File: src/rtl/arb_cal_pkg.sv
// Shared types and constants for the arbiter-driven delay-trim calibrator.
package arb_cal_pkg;

  localparam int WIN_LOG2_W = 3;
  localparam int SETTLE_W   = 4;

  typedef enum logic [2:0] {
    IDLE,
    SETTLE,
    ACCUM,
    DECIDE,
    FINISH
  } arb_cal_state_e;

  // HOLD doubles as "no previous step yet" for reversal tracking.
  typedef enum logic [1:0] {
    HOLD,
    UP,
    DN
  } arb_cal_dir_e;

endpackage

File: src/rtl/arb_sync2.sv
// Two-flop synchronizer for the arbiter decision when it is not clk-registered.
module arb_sync2 (
  input  logic clk,
  input  logic rstb,
  input  logic d,
  output logic q
);

  logic s1_q;
  logic s2_q;

  always_ff @(posedge clk or negedge rstb) begin
    if (!rstb) begin
      s1_q <= 1'b0;
      s2_q <= 1'b0;
    end else begin
      s1_q <= d;
      s2_q <= s1_q;
    end
  end

  assign q = s2_q;

endmodule

File: src/rtl/arb_phase_cal.sv
// Majority-vote trim-code calibrator: settle, accumulate arbiter votes, step code, stop on
// REV_MAX direction reversals or max_iter. Define ARB_CAL_SYNC_EN to synchronize arb_out.
module arb_phase_cal
  import arb_cal_pkg::*;
#(
  parameter int CODE_W  = 6,
  parameter int REV_MAX = 4
) (
  input  logic                  clk,
  input  logic                  rstb,
  input  logic                  arb_out,
  input  logic                  start,
  input  logic [CODE_W-1:0]     init_code,
  input  logic [WIN_LOG2_W-1:0] win_log2,
  input  logic [SETTLE_W-1:0]   settle_cyc,
  input  logic [7:0]            max_iter,
  output logic [CODE_W-1:0]     code,
  output logic                  busy,
  output logic                  done,
  output logic                  lock,
  output logic [2:0]            state_dbg
);

  localparam int REV_W = $clog2(REV_MAX + 1);
  localparam logic [CODE_W-1:0] CODE_MAX = '1;

  arb_cal_state_e        state_q, state_d;
  arb_cal_dir_e          last_dir_q, last_dir_d;
  arb_cal_dir_e          step;
  logic [CODE_W-1:0]     code_q, code_d;
  logic                  busy_q, busy_d;
  logic                  done_q, done_d;
  logic                  lock_q, lock_d;
  logic [7:0]            cnt_q, cnt_d;
  logic [8:0]            ones_q, ones_d;
  logic [REV_W-1:0]      rev_q, rev_d, rev_nxt;
  logic [7:0]            iter_q, iter_d, iter_nxt;
  logic [WIN_LOG2_W-1:0] win_q, win_d;
  logic [SETTLE_W-1:0]   settle_q, settle_d;
  logic [7:0]            max_iter_q, max_iter_d;
  logic [8:0]            win_n;
  logic                  up_req, dn_req, rev_inc, lock_nxt, finish;
  logic                  arb_s;

`ifdef ARB_CAL_SYNC_EN
  arb_sync2 u_sync (
    .clk  (clk),
    .rstb (rstb),
    .d    (arb_out),
    .q    (arb_s)
  );
`else
  assign arb_s = arb_out;
`endif

  // Protocol: start is a one-cycle request honoured only in IDLE; busy rises the next
  // cycle and falls in the same cycle done pulses, so busy && done never overlap.
  always_comb begin
    state_d    = state_q;
    last_dir_d = last_dir_q;
    code_d     = code_q;
    busy_d     = busy_q;
    done_d     = 1'b0;
    lock_d     = lock_q;
    cnt_d      = cnt_q;
    ones_d     = ones_q;
    rev_d      = rev_q;
    iter_d     = iter_q;
    win_d      = win_q;
    settle_d   = settle_q;
    max_iter_d = max_iter_q;

    win_n  = 9'd1 << win_q;
    up_req = {ones_q, 1'b0} > {1'b0, win_n};
    dn_req = {ones_q, 1'b0} < {1'b0, win_n};
    step   = HOLD;
    if (up_req && (code_q != CODE_MAX)) begin
      step = UP;
    end else if (dn_req && (code_q != '0)) begin
      step = DN;
    end
    rev_inc  = (step != HOLD) && (last_dir_q != HOLD) && (step != last_dir_q);
    rev_nxt  = rev_q + REV_W'(rev_inc);
    iter_nxt = iter_q + 8'd1;
    lock_nxt = (rev_nxt >= REV_W'(REV_MAX));
    finish   = lock_nxt || ((max_iter_q != 8'd0) && (iter_nxt == max_iter_q));

    case (state_q)
      IDLE: begin
        if (start) begin
          code_d     = init_code;
          lock_d     = 1'b0;
          ones_d     = '0;
          rev_d      = '0;
          iter_d     = '0;
          cnt_d      = '0;
          last_dir_d = HOLD;
          win_d      = win_log2;
          settle_d   = settle_cyc;
          max_iter_d = max_iter;
          busy_d     = 1'b1;
          state_d    = (settle_cyc == '0) ? ACCUM : SETTLE;
        end
      end
      SETTLE: begin
        if (cnt_q == (8'(settle_q) - 8'd1)) begin
          cnt_d   = '0;
          state_d = ACCUM;
        end else begin
          cnt_d = cnt_q + 8'd1;
        end
      end
      ACCUM: begin
        ones_d = ones_q + 9'(arb_s);
        if ({1'b0, cnt_q} == (win_n - 9'd1)) begin
          cnt_d   = '0;
          state_d = DECIDE;
        end else begin
          cnt_d = cnt_q + 8'd1;
        end
      end
      DECIDE: begin
        if (step == UP) begin
          code_d = code_q + CODE_W'(1);
        end else if (step == DN) begin
          code_d = code_q - CODE_W'(1);
        end
        if (step != HOLD) begin
          last_dir_d = step;
        end
        rev_d  = rev_nxt;
        iter_d = iter_nxt;
        ones_d = '0;
        if (lock_nxt) begin
          lock_d = 1'b1;
        end
        if (finish) begin
          state_d = FINISH;
          busy_d  = 1'b0;
          done_d  = 1'b1;
        end else begin
          state_d = (settle_q == '0) ? ACCUM : SETTLE;
        end
      end
      FINISH: begin
        state_d = IDLE;
      end
      default: begin
        state_d = IDLE;
      end
    endcase
  end

  always_ff @(posedge clk or negedge rstb) begin
    if (!rstb) begin
      state_q    <= IDLE;
      last_dir_q <= HOLD;
      code_q     <= '0;
      busy_q     <= 1'b0;
      done_q     <= 1'b0;
      lock_q     <= 1'b0;
      cnt_q      <= '0;
      ones_q     <= '0;
      rev_q      <= '0;
      iter_q     <= '0;
      win_q      <= '0;
      settle_q   <= '0;
      max_iter_q <= '0;
    end else begin
      state_q    <= state_d;
      last_dir_q <= last_dir_d;
      code_q     <= code_d;
      busy_q     <= busy_d;
      done_q     <= done_d;
      lock_q     <= lock_d;
      cnt_q      <= cnt_d;
      ones_q     <= ones_d;
      rev_q      <= rev_d;
      iter_q     <= iter_d;
      win_q      <= win_d;
      settle_q   <= settle_d;
      max_iter_q <= max_iter_d;
    end
  end

  assign code      = code_q;
  assign busy      = busy_q;
  assign done      = done_q;
  assign lock      = lock_q;
  assign state_dbg = state_q;

endmodule

File: config.mk
export PLATFORM = sky130hd
export DESIGN_NAME = arb_phase_cal
export DESIGN_NICKNAME = d
export VERILOG_FILES = /design/src/rtl/arb_cal_pkg.sv /design/src/rtl/arb_sync2.sv /design/src/rtl/arb_phase_cal.sv
export SDC_FILE = /design/constraint.sdc
export NUM_CORES = 1
export LEC_CHECK = 0
export ABC_AREA = 1
export BUFFER_PORTS_ARGS = -buffer_cell sky130_fd_sc_hd__buf_4
export CAP_MARGIN = 20
export CORE_MARGIN = 1
export CORE_UTILIZATION = 35
export DETAILED_ROUTE_END_ITERATION = 8
export GPL_ROUTABILITY_DRIVEN = 0
export SYNTH_ARGS = -nofsm -noshare
export SYNTH_HDL_FRONTEND = slang
export SYNTH_HIERARCHICAL = 1
export SYNTH_SLANG_ARGS = --single-unit
File: constraint.sdc
create_clock -name clk -period 5.2 [get_ports clk]
set_input_delay 0.26 -clock clk [delete_from_list [all_inputs] [get_ports clk]]
set_output_delay 0.26 -clock clk [all_outputs]
set_load 0.05 [all_outputs]
# Yosys cells after proc, flatten, opt, wreduce, memory -nomap -nowiden
# Index checks and enable logic that the tools add are counted.
# W data, S select, Z words.
[word_totals]
ff_bits = 57
latchBits = 0
ramBits = 0
romBits = 0
inputBits = 25
out_inout_bits = 12
wordCells = 100
mem_count = 0
[classes]
n_addsub = 8
mul = 0
div = 0
order_cmp = 3
n_eq_ne = 17
shifts = 1
muxes = 33
n_bitwise = 0
reduce_logical = 25
[ops]
columns = ["cell", "count"]
rows = [
  ["$pmux W9 S3", 1],
  ["$mux W8", 3],
  ["$pmux W8 S3", 1],
  ["$mux W6", 3],
  ["$add A8 B1 Y8 const B", 2],
  ["$eq A8 B8 Y1", 2],
  ["$pmux W8 S2", 1],
  ["$mux W3", 5],
  ["$reduce_and A3 Y1", 5],
  ["$mux W2", 6],
  ["$ne A2 B2 Y1 const B", 6],
  ["$pmux W3 S4", 1],
  ["$pmux W6 S2", 1],
  ["$gt A10 B9 Y1", 1],
  ["$lt A10 B9 Y1", 1],
  ["$add A9 B1 Y9", 1],
  ["$eq A8 B9 Y1", 1],
  ["$mux W9", 1],
  ["$shl A1 B3 Y9 const A", 1],
  ["$sub A9 B1 Y9 const B", 1],
  ["$logic_not A4 Y1", 2],
  ["$reduce_and A2 Y1", 4],
  ["$reduce_bool A8 Y1", 1],
  ["$add A6 B1 Y6 const B", 1],
  ["other kinds (21)", 35],
]

# Depth between registers and ports, before layout
# Gate-level depths: netlist of the first run.
[depth]
depth_word = 13
mapped_depth = 23
ltp_nobuf = 22

# Worst setup path before layout of the first run
# No wires, ideal clock.
[synth_path]
path_type = "flip-flop to flip-flop"
from = "register win_q[2]"
to = "register code_q[4] (netlist: code[4])"
t_arrival_ns = 2.696
required_time_ns = 5.073
slack_ns = 2.376
stages_incl_launch_ff = 23
n_path_buf = 1
synth_period_minus_slack_ns = 2.824
path_cell_list = "dfrtp_1 buf_4 nand2_1 inv_1 nand2_1 ha_1 nand2_1 nor2_1 nand3_1 nand3_1 nand2_1 inv_1 nand2_1 fa_1 inv_1 o21ai_0 nand2_1 nand2_1 or2_2 nand3_1 nand2_1 nand2_1 o21ai_0"
[synth_between]
elab_chain_len = 8
[synth_rtl]
columns = ["element", "line_no", "source"]
rows = [
  ["start: declaration", "arb_phase_cal.sv:38", "logic [WIN_LOG2_W-1:0] win_q, win_d;"],
  ["start signal: assignment", "arb_phase_cal.sv:180", "win_q <= win_d;"],
  ["$shl A1 B3 Y9 (*)", "arb_phase_cal.sv:73", "win_n = 9'd1 << win_q;"],
  ["$lt A10 B9 Y1", "arb_phase_cal.sv:75", "dn_req = {ones_q, 1'b0} < {1'b0, win_n};"],
  ["$logic_and A1 B1 Y1", "arb_phase_cal.sv:79", "end else if (dn_req && (code_q != '0)) begin"],
  ["$mux W2", "arb_phase_cal.sv:79", ""],
  ["$mux W2 (*)", "arb_phase_cal.sv:77", "if (up_req && (code_q != CODE_MAX)) begin"],
  ["$eq A2 B1 Y1 / $eq A2 B2 Y1 (equally long branches)", "arb_phase_cal.sv:123, arb_phase_cal.sv:125", ""],
  ["$ne A3 B3 Y1 (no line) / $mux W6 (equally long branches)", "--", ""],
  ["$reduce_and A3 Y1 (no line) / $pmux W6 S2 (equally long branches)", "--", ""],
  ["end signal: assignment", "arb_phase_cal.sv:172", "code_q <= code_d;"],
  ["end: declaration", "arb_phase_cal.sv:30", "logic [CODE_W-1:0] code_q, code_d;"],
]
# Every way passes the cells marked *; elsewhere a longest branch is shown, timed or not.
# A chain may end at the register's enable or synchronous reset.

# Final worst setup path of the first run
[layout_path]
from = "register win_q[2]"
to = "register state_q[1] (netlist: state_dbg[1])"
[layout_between]
elab_chain_len = 13
[layout_rtl]
columns = ["element", "line_no", "source"]
rows = [
  ["$shl A1 B3 Y9 (*)", "arb_phase_cal.sv:73", ""],
  ["$lt A10 B9 Y1", "arb_phase_cal.sv:75", ""],
  ["$logic_and A1 B1 Y1", "arb_phase_cal.sv:79", ""],
  ["$mux W2", "arb_phase_cal.sv:79", ""],
  ["$mux W2", "arb_phase_cal.sv:77", ""],
  ["$reduce_bool A2 Y1", "arb_phase_cal.sv:82", "rev_inc = (step != HOLD) && (last_dir_q != HOLD) && (step != last_dir_q);"],
  ["$logic_and A1 B1 Y1 (2 in series)", "arb_phase_cal.sv:82", ""],
  ["$add A3 B1 Y3", "arb_phase_cal.sv:83", "rev_nxt = rev_q + REV_W'(rev_inc);"],
  ["$ge A3 B3 Y1", "arb_phase_cal.sv:85", "lock_nxt = (rev_nxt >= REV_W'(REV_MAX));"],
  ["$logic_or A1 B1 Y1", "arb_phase_cal.sv:86", "finish = lock_nxt || ((max_iter_q != 8'd0) && (iter_nxt == max_iter_q));"],
  ["$mux W3", "arb_phase_cal.sv:137", "if (finish) begin"],
  ["$pmux W3 S4", "arb_phase_cal.sv:88", "case (state_q)"],
  ["end signal: assignment", "arb_phase_cal.sv:170", "state_q <= state_d;"],
  ["end: declaration", "arb_phase_cal.sv:27", "arb_cal_state_e state_q, state_d;"],
]
# Marks and branches as above.

==> reports/results.ini, run 1 <==
[floorplan]
rows=36
die_x_um=104
io-pin-count=37
dieHeight_um=104
start_util=0.366
die_area_um2=10800
coreArea_um2=9910

[status]
status=finished, violations left
violations=hold timing

[worst_setup_path]
crit_slowest_cell=dfrtp_1
rr_endpoint=state_dbg[1]$_DFFE_PN0P_
crit_path_max_incr_delay_ps=500
crit_type=reg2reg
path_cells=nand2_1 -> inv_1 -> nand2_1 -> ha_1 -> nand2_1 -> nor2_1 -> and2_1 -> nand3_1 -> nand2_1 -> inv_1 -> nand2_1 -> o22ai_1 -> ha_1 -> ha_1 -> xnor2_1 -> inv_1 -> nor2_1 -> nand3_1 -> nand2_1 -> nand2_1 -> nand2_1
critical_path_depth=21
path_max_fanout=9
r2r_slack_ps=1900
path_buf_inv=3
cp_top_family=simple AND/OR/NAND/NOR gates
crit_top_cell=nand2_1
cp-start-kind=flop
crit_path_end_kind=flop
cp.required_ps=5490
critPathArrivalTime_ps=3590
r2r_start=win_q[2]$_DFFE_PN0P_
reg2reg_depth=21

[job]
maxCapViolCount=0

[timing]
finalCriticalPeriod_ps=3300
finClkSkew_ps=6.59
setup_violations=0
slew_headroom=0.515
drv_slew=0
fin_ws_ps=1900
worst_slew_pin_slew_ps=727
finalHoldViolations=57
fmax_ghz=0.303
rsz0062_at_grt=false
finalSetupTns_ps=0
whs_ps=-30.3
period_share=0.635

[logic_synthesis]
mappedNetlistArea_um2=3620
yosys_register_bits=57
synth.avg_cell_area_um2=7.52
ys_warn_count=6
synth_fp_nets=526
yosysSeqAreaShare=0.394
ys_types=39
synthCells=482

[grt]
grt.total_usage=0.168
globalRouteOverflowTotal=0
grt_pass1_wl_um=14400
grt_pass1_vias=3066
antenna_found_initial=0
grt_start_max_net_pins=58

[power]
p_per_area_nw_per_um2=612
peakVddDrop_uv=259
p_total_mw=2.61
power_leakage_nw=2.12

[drt]
ant_nets=0
drc=0
drt_iter0_drc=192
wire_per_inst_um=12.3
drt-vias-per-instance=4.79
first_pass_iters=5
wl_um=8120
vias=3161

[cells_and_area]
layout_common_cells=152 x nand2_1, 57 x dfrtp_1, 53 x inv_1, 39 x nand3_1, 36 x buf_4
num_antenna_cells=0
n_fill_cell=998
seq_area_um2=1430
drive_above_1_share=0.150
final_common_cell=nand2_1
multi_input_area_um2=1930
syn2layout_area_growth_pct=17.7
final_cells=660
final_nets=566
fin_util=0.430
design_area_um2=4270

[placement]
placed_area_um2=4020
dp_hpwl_um=6030
place_inst=644
io_buffers=36
dp_slack_ps=2020

[cts]
cts_resized=0
cts.sinks=57
root_buffer=clkbuf_8
clk_pin_slew_ps=70
cts_buffer_depth=2
h-tree-depth=3
ctsHoldBuffers=0
cts_setup_buffers=0
cts_tree=built
numCtsBuffers=9
clk_latency_ps=350

[hold_path]
hold_class=in2async

[state kept, by name, indices dropped and copies added, names as in the netlist, 2 cells and up]
name and count:
cnt_q 8, code 6, iter_q 8, last_dir_q 2, max_iter_q 8, ones_q 9
rev_q 3, settle_q 4, state_dbg 3, win_q 3
[where the power goes]
| part | switching (mW) | internal [mW] |
|---|---|---|
| Combinational | 0.864 | 0.467 |
| Sequential | 0.171 | 0.594 |
| Clock | 0.195 | 0.318 |
[worst max path at each step]
stage                                           to                 start
after detailed placement  state_dbg[1]$_DFFE_PN0P_  win_q[2]$_DFFE_PN0P_
after floorplan                code[4]$_DFFE_PN0P_  win_q[2]$_DFFE_PN0P_
after CTS                 state_dbg[1]$_DFFE_PN0P_  win_q[2]$_DFFE_PN0P_
after global routing      state_dbg[0]$_DFFE_PN0P_  win_q[2]$_DFFE_PN0P_
after global placement    state_dbg[0]$_DFFE_PN0P_  win_q[0]$_DFFE_PN0P_
final                     state_dbg[1]$_DFFE_PN0P_  win_q[2]$_DFFE_PN0P_
[routing by layer]
metal / track usage / part of all wire / vias to the layer above
li1: - / - / 1650
met4: 0.0684 / 0.022 / 0
met3: 0.0478 / 0.040 / 15
met5: 0 / 0 / -
met1: 0.216 / 0.49 / 1427
met2: 0.265 / 0.45 / 69
[kinds of logic (layout without fill, tap and decap cells)]
kind of cell / after synthesis / count (layout) / synth area share
compound gates: 61 / 61 / 0.0929
xor+xnor: 19 / 19 / 0.0459
fa+ha+maj: 19 / 19 / 0.0677
simple gates: 259 / 259 / 0.327
flops: 57 / 57 / 0.394
buf+inv: 67 / 112 / 0.0735
[layout make-up]
type                    count  share of cell area
multi-input cells         358               0.453
inverters                  60              0.0534
repair buffers             36              0.0634
clock inverters             7              0.0279
flip-flops and latches     57               0.334
well taps                 133              0.0390
clock buffers               9              0.0290
[cell usage after synthesis]
library cell / instances / area share
nor2_2: 5 / 0.0086
o31ai_1: 1 / 0.0021
o21a_1: 2 / 0.0041
buf_6: 1 / 0.0031
nand3b_1: 3 / 0.0062
xor2_1: 12 / 0.029
inv_1: 53 / 0.055
o22ai_1: 6 / 0.010
a31oi_1: 1 / 0.0017
nor3_4: 2 / 0.0090
nand2_2: 3 / 0.0052
nand3_1: 39 / 0.054
nor3_2: 2 / 0.0055
nor2_1: 28 / 0.029
nand2_4: 1 / 0.0031
buf_2: 1 / 0.0014
nor3_1: 5 / 0.0069
nor3b_1: 3 / 0.0062
or4_1: 1 / 0.0021
buf_4: 1 / 0.0021
o21ai_0: 33 / 0.046
nor3b_2: 1 / 0.0035
xnor2_1: 7 / 0.017
or2_2: 2 / 0.0035
nand2_1: 152 / 0.16
inv_4: 1 / 0.0017
o21ai_1: 3 / 0.0041
inv_2: 6 / 0.0062
nor2_8: 1 / 0.0055
dfrtp_1: 57 / 0.39
ha_1: 18 / 0.062
and2_1: 1 / 0.0017
a21oi_1: 11 / 0.015
clkbuf_1: 4 / 0.0041
a22o_1: 3 / 0.0073
fa_1: 1 / 0.0055
nand4_1: 8 / 0.014
o21ai_2: 1 / 0.0024
nand3_2: 2 / 0.0055
No activity file was read; power rests on OpenSTA's default activity.
==> inputs of run 2 (changes only) <==
==> constraint.sdc (replaced) <==
create_clock -name clk -period 3.2 [get_ports clk]
set_input_delay 0.16 -clock clk [delete_from_list [all_inputs] [get_ports clk]]
set_output_delay 0.16 -clock clk [all_outputs]
set_load 0.05 [all_outputs]
==> run 2 against run 1 <==
- hold slack better by 52 ps
- sequential power up 62%
- combinational power up 72%
- critical endpoint is now code[4]$_DFFE_PN0P_
- highest routed layer unchanged
- the flow now finishes without violations
==> reports/results.ini, run 2 (synthesis results as in run 1) <==
[status]
status=completed

[cells_and_area]
layout_common_cells=150 x nand2_1, 54 x dfrtp_1, 52 x inv_1, 41 x buf_4, 39 x nand3_1
final_common_cell=nand2_1
regMostFlops=ones_q
drive_above_1_share=0.178
seq_area_um2=1430
final_cells=666
num_antenna_cells=0
n_fill_cell=1036
multi_input_area_um2=1980
largest_reg_flops=9
final_nets=572
syn2layout_area_growth_pct=19.0

[timing]
period_share=0.933
finalSetupTns_ps=0
finalHoldViolations=0
setup_violations=0
finalCriticalPeriod_ps=2990
fmax_ghz=0.335
slew_headroom=0.509
finClkSkew_ps=8.78
fin_ws_ps=214
worst_slew_pin_slew_ps=737
drv_slew=0

[cts]
cts_tree=built
root_buffer=clkbuf_8
clk_pin_slew_ps=70
cts.sinks=57
cts_buffer_depth=2
h-tree-depth=3
clk_latency_ps=340
numCtsBuffers=9

[hold_path]
hold_class=in2reg
worstHoldPathCells=3

[power]
p_int_mw=2.17
p_per_area_nw_per_um2=976
peakVddDrop_uv=453
clkPwrFrac=0.162
power.switching_mw=2.04
swShare=0.485
p_total_mw=4.21
p_seq_frac=0.294
power_leakage_nw=2.14
combPwrFrac=0.544

[worst_setup_path]
path_cells=nand2_1 -> inv_1 -> nand2_2 -> ha_4 -> nand2_1 -> nor2_2 -> nand3_1 -> nand3_1 -> nand2_1 -> inv_1 -> nand2_4 -> fa_1 -> inv_1 -> o21ai_0 -> nand2_1 -> nand2_1 -> or2_2 -> nand3_1 -> nand2_1 -> nand2_1 -> o21ai_0
reg2reg_depth=21
cp_top_family=simple AND/OR/NAND/NOR gates
crit_top_cell=nand2_1
crit_path_max_incr_delay_ps=400
crit_slowest_cell=dfrtp_2
critical_path_depth=21
crit_type=reg2reg
crit_path_end_kind=flop
path_buf_inv=3
critPathArrivalTime_ps=3210
path_max_fanout=6
cp.required_ps=3420
cp-start-kind=flop

[floorplan]
dieHeight_um=104
die_x_um=104
rows=36
die_area_um2=10800
io-pin-count=37
coreArea_um2=9910
start_util=0.366

[drt]
drc=0
drt-vias-per-instance=4.78
drt_iter0_drc=157
first_pass_iters=4
ant_nets=0
vias=3182
wire_per_inst_um=12.6
wl_um=8390

[job]
maxCapViolCount=0

[grt]
grt.total_usage=0.170
met2_usage=0.272
use_met3=0.0434
globalRouteOverflowTotal=0
grtUsageMet1=0.223
antenna_found_initial=0
grt_pass1_vias=3185
top_usage_layer=met2
grt_start_max_net_pins=58
grt_pass1_wl_um=14700

[placement]
dp_hpwl_um=6160
place_inst=647
io_buffers=36
dp_slack_ps=52.6

## run 2: cell count changes in the layout (fill, tap and decap cells not counted), moves of 3 or more
cell | previous run | this run
buf_4 | 36 | 41
clkinv_2 | 1 | 4
dfrtp_1 | 57 | 54
dfrtp_2 | 0 | 3
## run 2: what timing repair did
item,in CTS,in global routing
resized for setup,0,12
buffers inserted,0,2
hold buffers,1,0
endpoints found under the hold margin,57,0
setup endpoints to repair,0,10
## run 2: power groups by stage
| stage | clock, mW | sequential (mW) | combinational (mW) |
|---|---|---|---|
| finish | 0.681 | 1.24 | 2.29 |
| global route | 0.738 | 1.28 | 2.61 |
| CTS | 0.701 | 1.23 | 2.22 |
| detailed placement | 0 | 1.25 | 2.22 |
| global placement | 0 | 1.24 | 2.17 |
| floorplan | 0 | 1.38 | 1.53 |
## run 2: tightest hold or removal path: cells and delay by family
family,cells,cell delay (ps)
simple gates,2,90
buf+inv,1,70
## run 2: area by class of cell
class,count,area share
Clock buffer,10,0.0319
Clock inverter,6,0.0133
Inverter,60,0.0528
Multi-Input combinational cell,358,0.458
Sequential cell,57,0.332
Tap cell,133,0.0386
Timing Repair Buffer,42,0.0737
## run 2: layer usage
metal,vias to the layer above,part of all wire
met5,-,0
met4,0,0.020
met3,15,0.038
met2,56,0.45
met1,1454,0.50
li1,1657,-
## run 2: through the flow
stage                     utilization  hold WS [ps]  cell area, um^2
after floorplan                     -          -136             3620
after global placement          0.408           277             4050
after detailed placement        0.408           286             4050
after CTS                       0.429          8.30             4250
after global routing            0.435          26.0             4310
final                           0.435          21.7             4310
## run 2: final timing paths
kind                                            from                   endpoint  slack (ps)
max in group asynchronous                       rstb       win_q[1]$_DFFE_PN0P_        2250
min in group asynchronous                       rstb       cnt_q[2]$_DFFE_PN0P_         420
worst min-delay path                     max_iter[0]  max_iter_q[0]$_DFFE_PN0P_          20
worst min register to register      lock$_DFFE_PN0P_           lock$_DFFE_PN0P_         490
worst max register to register  win_q[2]$_DFFE_PN0P_        code[4]$_DFFE_PN0P_         210
worst max-delay path            win_q[2]$_DFFE_PN0P_        code[4]$_DFFE_PN0P_         210
